[src/rtl/system_pkg.sv]
// System-wide widths shared by the bus-facing blocks.
package system_pkg;
  localparam int ADDR_WIDTH = 32;
  localparam int DATA_WIDTH = 32;
endpackage

[src/rtl/instr_ahbl_bridge_if.sv]
// Core fetch port plus AHB-Lite master port of the instruction bridge.
// Fetch handshake: instr_req_i/instr_addr_i are held until instr_gnt_o is seen
// high on a clock edge; each grant yields exactly one instr_rvalid_o pulse.
interface instr_ahbl_bridge_if;
  import system_pkg::*;

  logic                  instr_req_i;
  logic [ADDR_WIDTH-1:0] instr_addr_i;
  logic                  instr_gnt_o;
  logic                  instr_rvalid_o;
  logic [DATA_WIDTH-1:0] instr_rdata_o;
  logic                  instr_err_o;

  logic [ADDR_WIDTH-1:0] ahbl_haddr;
  logic [1:0]            ahbl_htrans;
  logic [2:0]            ahbl_hsize;
  logic [2:0]            ahbl_hburst;
  logic                  ahbl_hwrite;
  logic [DATA_WIDTH-1:0] ahbl_hwdata;
  logic [3:0]            ahbl_hprot;
  logic                  ahbl_hmastlock;
  logic [DATA_WIDTH-1:0] ahbl_hrdata;
  logic                  ahbl_hready;
  logic                  ahbl_hresp;

  // The bridge: slave to the core, master on AHB-Lite.
  modport master (
    input  instr_req_i, instr_addr_i,
    output instr_gnt_o, instr_rvalid_o, instr_rdata_o, instr_err_o,
    output ahbl_haddr, ahbl_htrans, ahbl_hsize, ahbl_hburst, ahbl_hwrite,
    output ahbl_hwdata, ahbl_hprot, ahbl_hmastlock,
    input  ahbl_hrdata, ahbl_hready, ahbl_hresp
  );

  // The environment: fetching core plus AHB-Lite slave.
  modport slave (
    output instr_req_i, instr_addr_i,
    input  instr_gnt_o, instr_rvalid_o, instr_rdata_o, instr_err_o,
    input  ahbl_haddr, ahbl_htrans, ahbl_hsize, ahbl_hburst, ahbl_hwrite,
    input  ahbl_hwdata, ahbl_hprot, ahbl_hmastlock,
    output ahbl_hrdata, ahbl_hready, ahbl_hresp
  );
endinterface

[src/rtl/instr_ahbl_bridge.sv]
// Instruction-fetch to AHB-Lite read bridge: one outstanding data phase,
// pipelined address phases, optional registered response.
module instr_ahbl_bridge #(
  parameter bit         REG_RSP   = 1'b1,
  parameter logic [3:0] HPROT_VAL = 4'b0010
) (
  input  logic                 clk,
  input  logic                 rst,
  instr_ahbl_bridge_if.master  bus,
  output logic [1:0]           state_o
);
  localparam int AW = system_pkg::ADDR_WIDTH;
  localparam int DW = system_pkg::DATA_WIDTH;

  typedef enum logic [1:0] {
    S_IDLE   = 2'd0,
    S_DPHASE = 2'd1,
    S_ERR    = 2'd2
  } state_e;

  state_e          state_q, state_d;
  logic            req_ok;
  logic            gnt;
  logic            cpl;
  logic            cpl_err;
  logic [DW-1:0]   cpl_rdata;

  always_ff @(posedge clk or posedge rst) begin
    if (rst) state_q <= S_IDLE;
    else     state_q <= state_d;
  end

  always_comb begin
    state_d   = state_q;
    // No address phase is issued in the second error cycle; the core's
    // request simply waits and is re-presented once ERR retires.
    req_ok    = bus.instr_req_i && (state_q != S_ERR);
    gnt       = req_ok && bus.ahbl_hready;
    cpl       = ((state_q == S_DPHASE) || (state_q == S_ERR)) && bus.ahbl_hready;
    cpl_err   = (state_q == S_ERR) || bus.ahbl_hresp;
    cpl_rdata = cpl_err ? '0 : bus.ahbl_hrdata;

    if (gnt) begin
      state_d = S_DPHASE;
    end else begin
      case (state_q)
        S_DPHASE: begin
          if (bus.ahbl_hready)     state_d = S_IDLE;
          else if (bus.ahbl_hresp) state_d = S_ERR;
        end
        S_ERR: begin
          if (bus.ahbl_hready) state_d = S_IDLE;
        end
        default: state_d = S_IDLE;
      endcase
    end
  end

  assign state_o = state_q;

  assign bus.instr_gnt_o    = gnt;
  assign bus.ahbl_htrans    = req_ok ? 2'b10 : 2'b00;
  // Word fetches only: byte offset bits are cleared.
  assign bus.ahbl_haddr     = {bus.instr_addr_i[AW-1:2], 2'b00};
  assign bus.ahbl_hsize     = 3'b010;
  assign bus.ahbl_hburst    = 3'b000;
  assign bus.ahbl_hwrite    = 1'b0;
  assign bus.ahbl_hwdata    = '0;
  assign bus.ahbl_hprot     = HPROT_VAL;
  assign bus.ahbl_hmastlock = 1'b0;

  generate
    if (REG_RSP) begin : g_reg_rsp
      logic          rvalid_q, rvalid_d;
      logic          err_q, err_d;
      logic [DW-1:0] rdata_q, rdata_d;

      always_comb begin
        rvalid_d = cpl;
        err_d    = err_q;
        rdata_d  = rdata_q;
        if (cpl) begin
          err_d   = cpl_err;
          rdata_d = cpl_rdata;
        end
      end

      always_ff @(posedge clk or posedge rst) begin
        if (rst) begin
          rvalid_q <= 1'b0;
          err_q    <= 1'b0;
          rdata_q  <= '0;
        end else begin
          rvalid_q <= rvalid_d;
          err_q    <= err_d;
          rdata_q  <= rdata_d;
        end
      end

      assign bus.instr_rvalid_o = rvalid_q;
      assign bus.instr_err_o    = err_q;
      assign bus.instr_rdata_o  = rdata_q;
    end else begin : g_comb_rsp
      assign bus.instr_rvalid_o = cpl;
      assign bus.instr_err_o    = cpl && cpl_err;
      assign bus.instr_rdata_o  = cpl ? cpl_rdata : '0;
    end
  endgenerate
endmodule
[src/flat_wrapper.sv]
// flat-port wrapper written by rule: the top's interface ports become plain ports
module instr_ahbl_bridge_flat 
#(
  parameter bit         REG_RSP   = 1'b1,
  parameter logic [3:0] HPROT_VAL = 4'b0010
)
  (clk, rst, state_o, bus_instr_req_i, bus_instr_addr_i, bus_instr_gnt_o, bus_instr_rvalid_o, bus_instr_rdata_o, bus_instr_err_o, bus_ahbl_haddr, bus_ahbl_htrans, bus_ahbl_hsize, bus_ahbl_hburst, bus_ahbl_hwrite, bus_ahbl_hwdata, bus_ahbl_hprot, bus_ahbl_hmastlock, bus_ahbl_hrdata, bus_ahbl_hready, bus_ahbl_hresp);
  instr_ahbl_bridge_if bus_i ();
  input  logic clk;
  input  logic rst;
  output logic [1:0] state_o;
  input wire logic [$bits(bus_i.instr_req_i)-1:0] bus_instr_req_i;
  input wire logic [$bits(bus_i.instr_addr_i)-1:0] bus_instr_addr_i;
  output wire logic [$bits(bus_i.instr_gnt_o)-1:0] bus_instr_gnt_o;
  output wire logic [$bits(bus_i.instr_rvalid_o)-1:0] bus_instr_rvalid_o;
  output wire logic [$bits(bus_i.instr_rdata_o)-1:0] bus_instr_rdata_o;
  output wire logic [$bits(bus_i.instr_err_o)-1:0] bus_instr_err_o;
  output wire logic [$bits(bus_i.ahbl_haddr)-1:0] bus_ahbl_haddr;
  output wire logic [$bits(bus_i.ahbl_htrans)-1:0] bus_ahbl_htrans;
  output wire logic [$bits(bus_i.ahbl_hsize)-1:0] bus_ahbl_hsize;
  output wire logic [$bits(bus_i.ahbl_hburst)-1:0] bus_ahbl_hburst;
  output wire logic [$bits(bus_i.ahbl_hwrite)-1:0] bus_ahbl_hwrite;
  output wire logic [$bits(bus_i.ahbl_hwdata)-1:0] bus_ahbl_hwdata;
  output wire logic [$bits(bus_i.ahbl_hprot)-1:0] bus_ahbl_hprot;
  output wire logic [$bits(bus_i.ahbl_hmastlock)-1:0] bus_ahbl_hmastlock;
  input wire logic [$bits(bus_i.ahbl_hrdata)-1:0] bus_ahbl_hrdata;
  input wire logic [$bits(bus_i.ahbl_hready)-1:0] bus_ahbl_hready;
  input wire logic [$bits(bus_i.ahbl_hresp)-1:0] bus_ahbl_hresp;
  assign bus_i.instr_req_i = bus_instr_req_i;
  assign bus_i.instr_addr_i = bus_instr_addr_i;
  assign bus_instr_gnt_o = bus_i.instr_gnt_o;
  assign bus_instr_rvalid_o = bus_i.instr_rvalid_o;
  assign bus_instr_rdata_o = bus_i.instr_rdata_o;
  assign bus_instr_err_o = bus_i.instr_err_o;
  assign bus_ahbl_haddr = bus_i.ahbl_haddr;
  assign bus_ahbl_htrans = bus_i.ahbl_htrans;
  assign bus_ahbl_hsize = bus_i.ahbl_hsize;
  assign bus_ahbl_hburst = bus_i.ahbl_hburst;
  assign bus_ahbl_hwrite = bus_i.ahbl_hwrite;
  assign bus_ahbl_hwdata = bus_i.ahbl_hwdata;
  assign bus_ahbl_hprot = bus_i.ahbl_hprot;
  assign bus_ahbl_hmastlock = bus_i.ahbl_hmastlock;
  assign bus_i.ahbl_hrdata = bus_ahbl_hrdata;
  assign bus_i.ahbl_hready = bus_ahbl_hready;
  assign bus_i.ahbl_hresp = bus_ahbl_hresp;
  instr_ahbl_bridge #(.REG_RSP(REG_RSP), .HPROT_VAL(HPROT_VAL)) u_core (.clk(clk), .rst(rst), .bus(bus_i), .state_o(state_o));
endmodule
[config.mk]
export PLATFORM = sky130hd
export DESIGN_NAME = instr_ahbl_bridge_flat
export DESIGN_NICKNAME = d
export VERILOG_FILES = /design/src/rtl/system_pkg.sv /design/src/rtl/instr_ahbl_bridge_if.sv /design/src/rtl/instr_ahbl_bridge.sv /design/src/flat_wrapper.sv
export SDC_FILE = /design/constraint.sdc
export NUM_CORES = 1
export LEC_CHECK = 0
export BUFFER_PORTS_ARGS = -buffer_cell sky130_fd_sc_hd__clkbuf_2
export CELL_PAD_IN_SITES_DETAIL_PLACEMENT = 1
export CELL_PAD_IN_SITES_GLOBAL_PLACEMENT = 2
export CORE_UTILIZATION = 20
export DETAILED_ROUTE_END_ITERATION = 12
export PLACE_DENSITY = 0.85
export SYNTH_ARGS = -nofsm -noshare
export SYNTH_HDL_FRONTEND = slang
export SYNTH_SLANG_ARGS = --single-unit
[constraint.sdc]
create_clock -name clk -period 2.6 [get_ports clk]
set_input_delay 0.26 -clock clk [delete_from_list [all_inputs] [get_ports clk]]
set_output_delay 0.26 -clock clk [all_outputs]
set_load 0.05 [all_outputs]
==> impl_metrics.py <==
metrics = {
    "run_status": {
        "status": "finished, final reports clean",
    },
    "setup_path": {
        "worst-path-max-fanout": 5,
        "slowest_delay_ps": 390,
        "worst_ep_arrival_time_ps": 1630,
        "start_kind": "flop",
        "path_buf_inv": 3,
        "crit_chain": "inv_1, ha_1, nor2b_1, nand2_1, inv_1, clkbuf_2",
        "worstSetupPathType": "reg -> out",
        "cpLargestDelayFamily": "buffers and inverters",
        "crit_required_ps": 2340,
        "cp_common_cell": "inv_1",
        "cp-end-kind": "output port",
        "slowest_stage": "dfrtp_1",
    },
    "sta": {
        "finalMaxSlewViolations": 0,
        "worstMarginPinSlew_ps": 496,
        "setup_tns_ps": 0,
        "skew_ps": 7.08,
        "rsz0062_at_grt": "false",
        "hold_viol_final": 0,
        "period_share": 0.726,
        "max_freq_mhz": 530,
        "finalCriticalPeriod_ps": 1890,
        "setup_slack_ps": 713,
        "relSlewSlack": 0.667,
        "setup_violations": 0,
    },
    "pwr": {
        "irDropWorstVdd_uv": 226,
        "powerDensity_nw_per_um2": 952,
        "internal_power_uw": 1130,
        "p_leak_uw": 0.00120,
        "pwr-share-seq": 0.352,
        "pwr-share-clk": 0.238,
        "netSwitchingPower_uw": 928,
        "sw_frac_of_total": 0.451,
        "pwr-share-comb": 0.409,
    },
    "detailed_routing": {
        "vias": 1269,
        "post_drt_wl_per_cell_um": 11.9,
        "first_pass_iters": 2,
        "remaining_drc_errors": 0,
        "ant_nets": 0,
        "wl_um": 4180,
        "initialDrtViolationCount": 26,
        "avgViaCountPerCell": 3.62,
    },
    "final_layout": {
        "syn2layout_area_growth_pct": 11.0,
        "nets": 292,
        "drive_gt1_frac": 0.392,
        "diodes": 0,
    },
    "yosys": {
        "ys_seq_area_frac": 0.463,
        "synth_area_um2": 1950,
        "synth.avg_cell_area_um2": 11.2,
        "ys_types": 17,
        "synth_warnings": 0,
        "yosys_register_bits": 36,
        "synth_cells": 174,
    },
    "grt": {
        "overflow": 0,
        "grt_first_pass_wirelength_um": 6520,
        "use_met2": 0.150,
        "grt_max_degree": 25,
        "grt_pass1_vias": 1195,
        "grtUsageTotal": 0.0854,
        "use_met1": 0.0966,
        "grt_util_met3": 0.0291,
        "top_usage_layer": "met2",
        "grt_antenna_before_repair": 0,
    },
    "clock_network": {
        "cts_hold_buf": 1,
        "cts_setup_buffers": 0,
        "htreeDepth": 2,
        "clk_latency_ps": 280,
        "cts_tree": "built",
        "clk_pin_slew_ps": 80,
        "max-clock-path-buffers": 2,
        "cts_root_buffer": "clkbuf_8",
        "cts_buffers": 5,
        "cts_resized": 0,
        "cts.sinks": 36,
    },
    "place": {
        "place_congestion": 0.578,
        "pre_cts_ws_ps": 805,
        "port_buffers": 74,
        "dp_hpwl_um": 3140,
    },
    "floorplan": {
        "io_pins": 184,
        "die_y_um": 101,
        "start_util": 0.209,
        "die_area_um2": 10100,
        "core_um2": 9330,
        "die_w_um": 101,
        "num_rows": 35,
    },
    "worst_hold_path": {
        "hold_class": "in -> reg",
    },
    "run": {
        "drv_cap": 0,
    },
}
cell usage after synthesis:
library cell | number | area (um^2)
nor2_1 | 3 | 11.3
buf_4 | 78 | 586
nor2b_1 | 1 | 6.26
nor3b_1 | 1 | 7.51
conb_1 | 2 | 7.51
ha_1 | 2 | 25.0
buf_6 | 4 | 45.0
o21ai_0 | 1 | 5.00
nor3_4 | 1 | 16.3
a22o_1 | 32 | 280
a21oi_1 | 1 | 5.00
o31ai_1 | 1 | 7.51
dfrtp_1 | 36 | 901
clkbuf_1 | 3 | 11.3
inv_1 | 6 | 22.5
nand2_1 | 1 | 3.75
nand2b_1 | 1 | 6.26
power by group through the flow:
stage / Sequential, uW / Clock [uW] / Combinational [uW]
floorplan: 1110 / 0 / 468
global placement: 733 / 0 / 836
detailed placement: 737 / 0 / 846
CTS: 727 / 521 / 849
global route: 743 / 545 / 885
finish: 725 / 490 / 842
worst register-to-register path: stages (launching register included):
cell and delay [ps]:
dfrtp_1 390, inv_1 70, ha_1 280, nand2b_1 320, nor3_4 210, buf_4 270
a22o_1 190
routing by layer:
layer	vias to the layer above	share of wire
met3	11	0.10
met1	625	0.39
met4	0	0.017
met2	82	0.49
met5	-	0
li1	551	-
flip-flops by register name, summed over array words and instances, names as in the netlist:
name                       cells
u_core.bus.instr_rvalid_o      1
u_core.state_o                 2
u_core.bus.instr_err_o         1
u_core.bus.instr_rdata_o      32
layout make-up:
| class | instances | area (um^2) |
|---|---|---|
| clock buffers | 6 | 72.6 |
| clock inverters | 2 | 35.0 |
| fillers | 1114 | 7170 |
| inverters | 6 | 22.5 |
| multi-input cells | 92 | 551 |
| flip-flops and latches | 36 | 901 |
| well taps | 129 | 161 |
| repair buffers | 80 | 418 |
final timing paths:
path                                                         start                                        to  slack (ps)  depth (start not counted)
max in group asynchronous                                      rst   u_core.bus.instr_rdata_o[8]$_DFFE_PP0P_        1470                          4
min in group asynchronous                                      rst             u_core.state_o[1]$_DFFE_PP0P_         480                          3
setup / recovery                     u_core.state_o[0]$_DFFE_PP0P_                           bus_instr_gnt_o         710                          6
hold / removal                                 bus_ahbl_hrdata[26]  u_core.bus.instr_rdata_o[26]$_DFFE_PP0P_         190                          2
hold reg to reg            u_core.bus.instr_rdata_o[5]$_DFFE_PP0P_   u_core.bus.instr_rdata_o[5]$_DFFE_PP0P_         500                          1
setup reg to reg                     u_core.state_o[0]$_DFFE_PP0P_   u_core.bus.instr_rdata_o[2]$_DFFE_PP0P_         820                          6
through the flow:
step	instances	instance area [um^2]	utilization	hold slack (ps)	total power (uW)
6_report	351	2160	0.232	185	2060
5_1_grt	351	2160	0.232	175	2170
4_1_cts	351	2160	0.232	174	2100
3_5_place_dp	342	2040	0.219	244	1580
3_3_place_gp	342	2040	0.219	236	1570
2_1_floorplan	219	2120	-	330	1580
placed cells by master, fill, tap and decap left out:
cell type	count
a21oi_1	1
a22o_1	32
buf_4	5
bufinv_16	1
clkbuf_1	1
clkbuf_2	74
clkbuf_8	5
clkinv_1	1
clkinv_2	1
conb_1	47
dfrtp_1	36
dlygate4sd3_1	1
ha_1	2
inv_1	5
nand2_1	1
nand2b_1	1
nor2_1	3
nor2b_1	1
nor3_4	1
nor3b_1	1
o21ai_0	1
o31ai_1	1
logic make-up (layout without fill, tap and decap cells):
| logic type | Yosys count | in the layout | synth area share |
|---|---|---|---|
| buf+inv | 91 | 94 | 0.341 |
| flops | 36 | 36 | 0.463 |
| compound gates | 35 | 35 | 0.153 |
| fa+ha+maj | 2 | 2 | 0.0129 |
| other cells | 2 | 47 | 0.00386 |
| simple gates | 8 | 8 | 0.0264 |
Note: power is estimated with default switching activity, not from simulation.
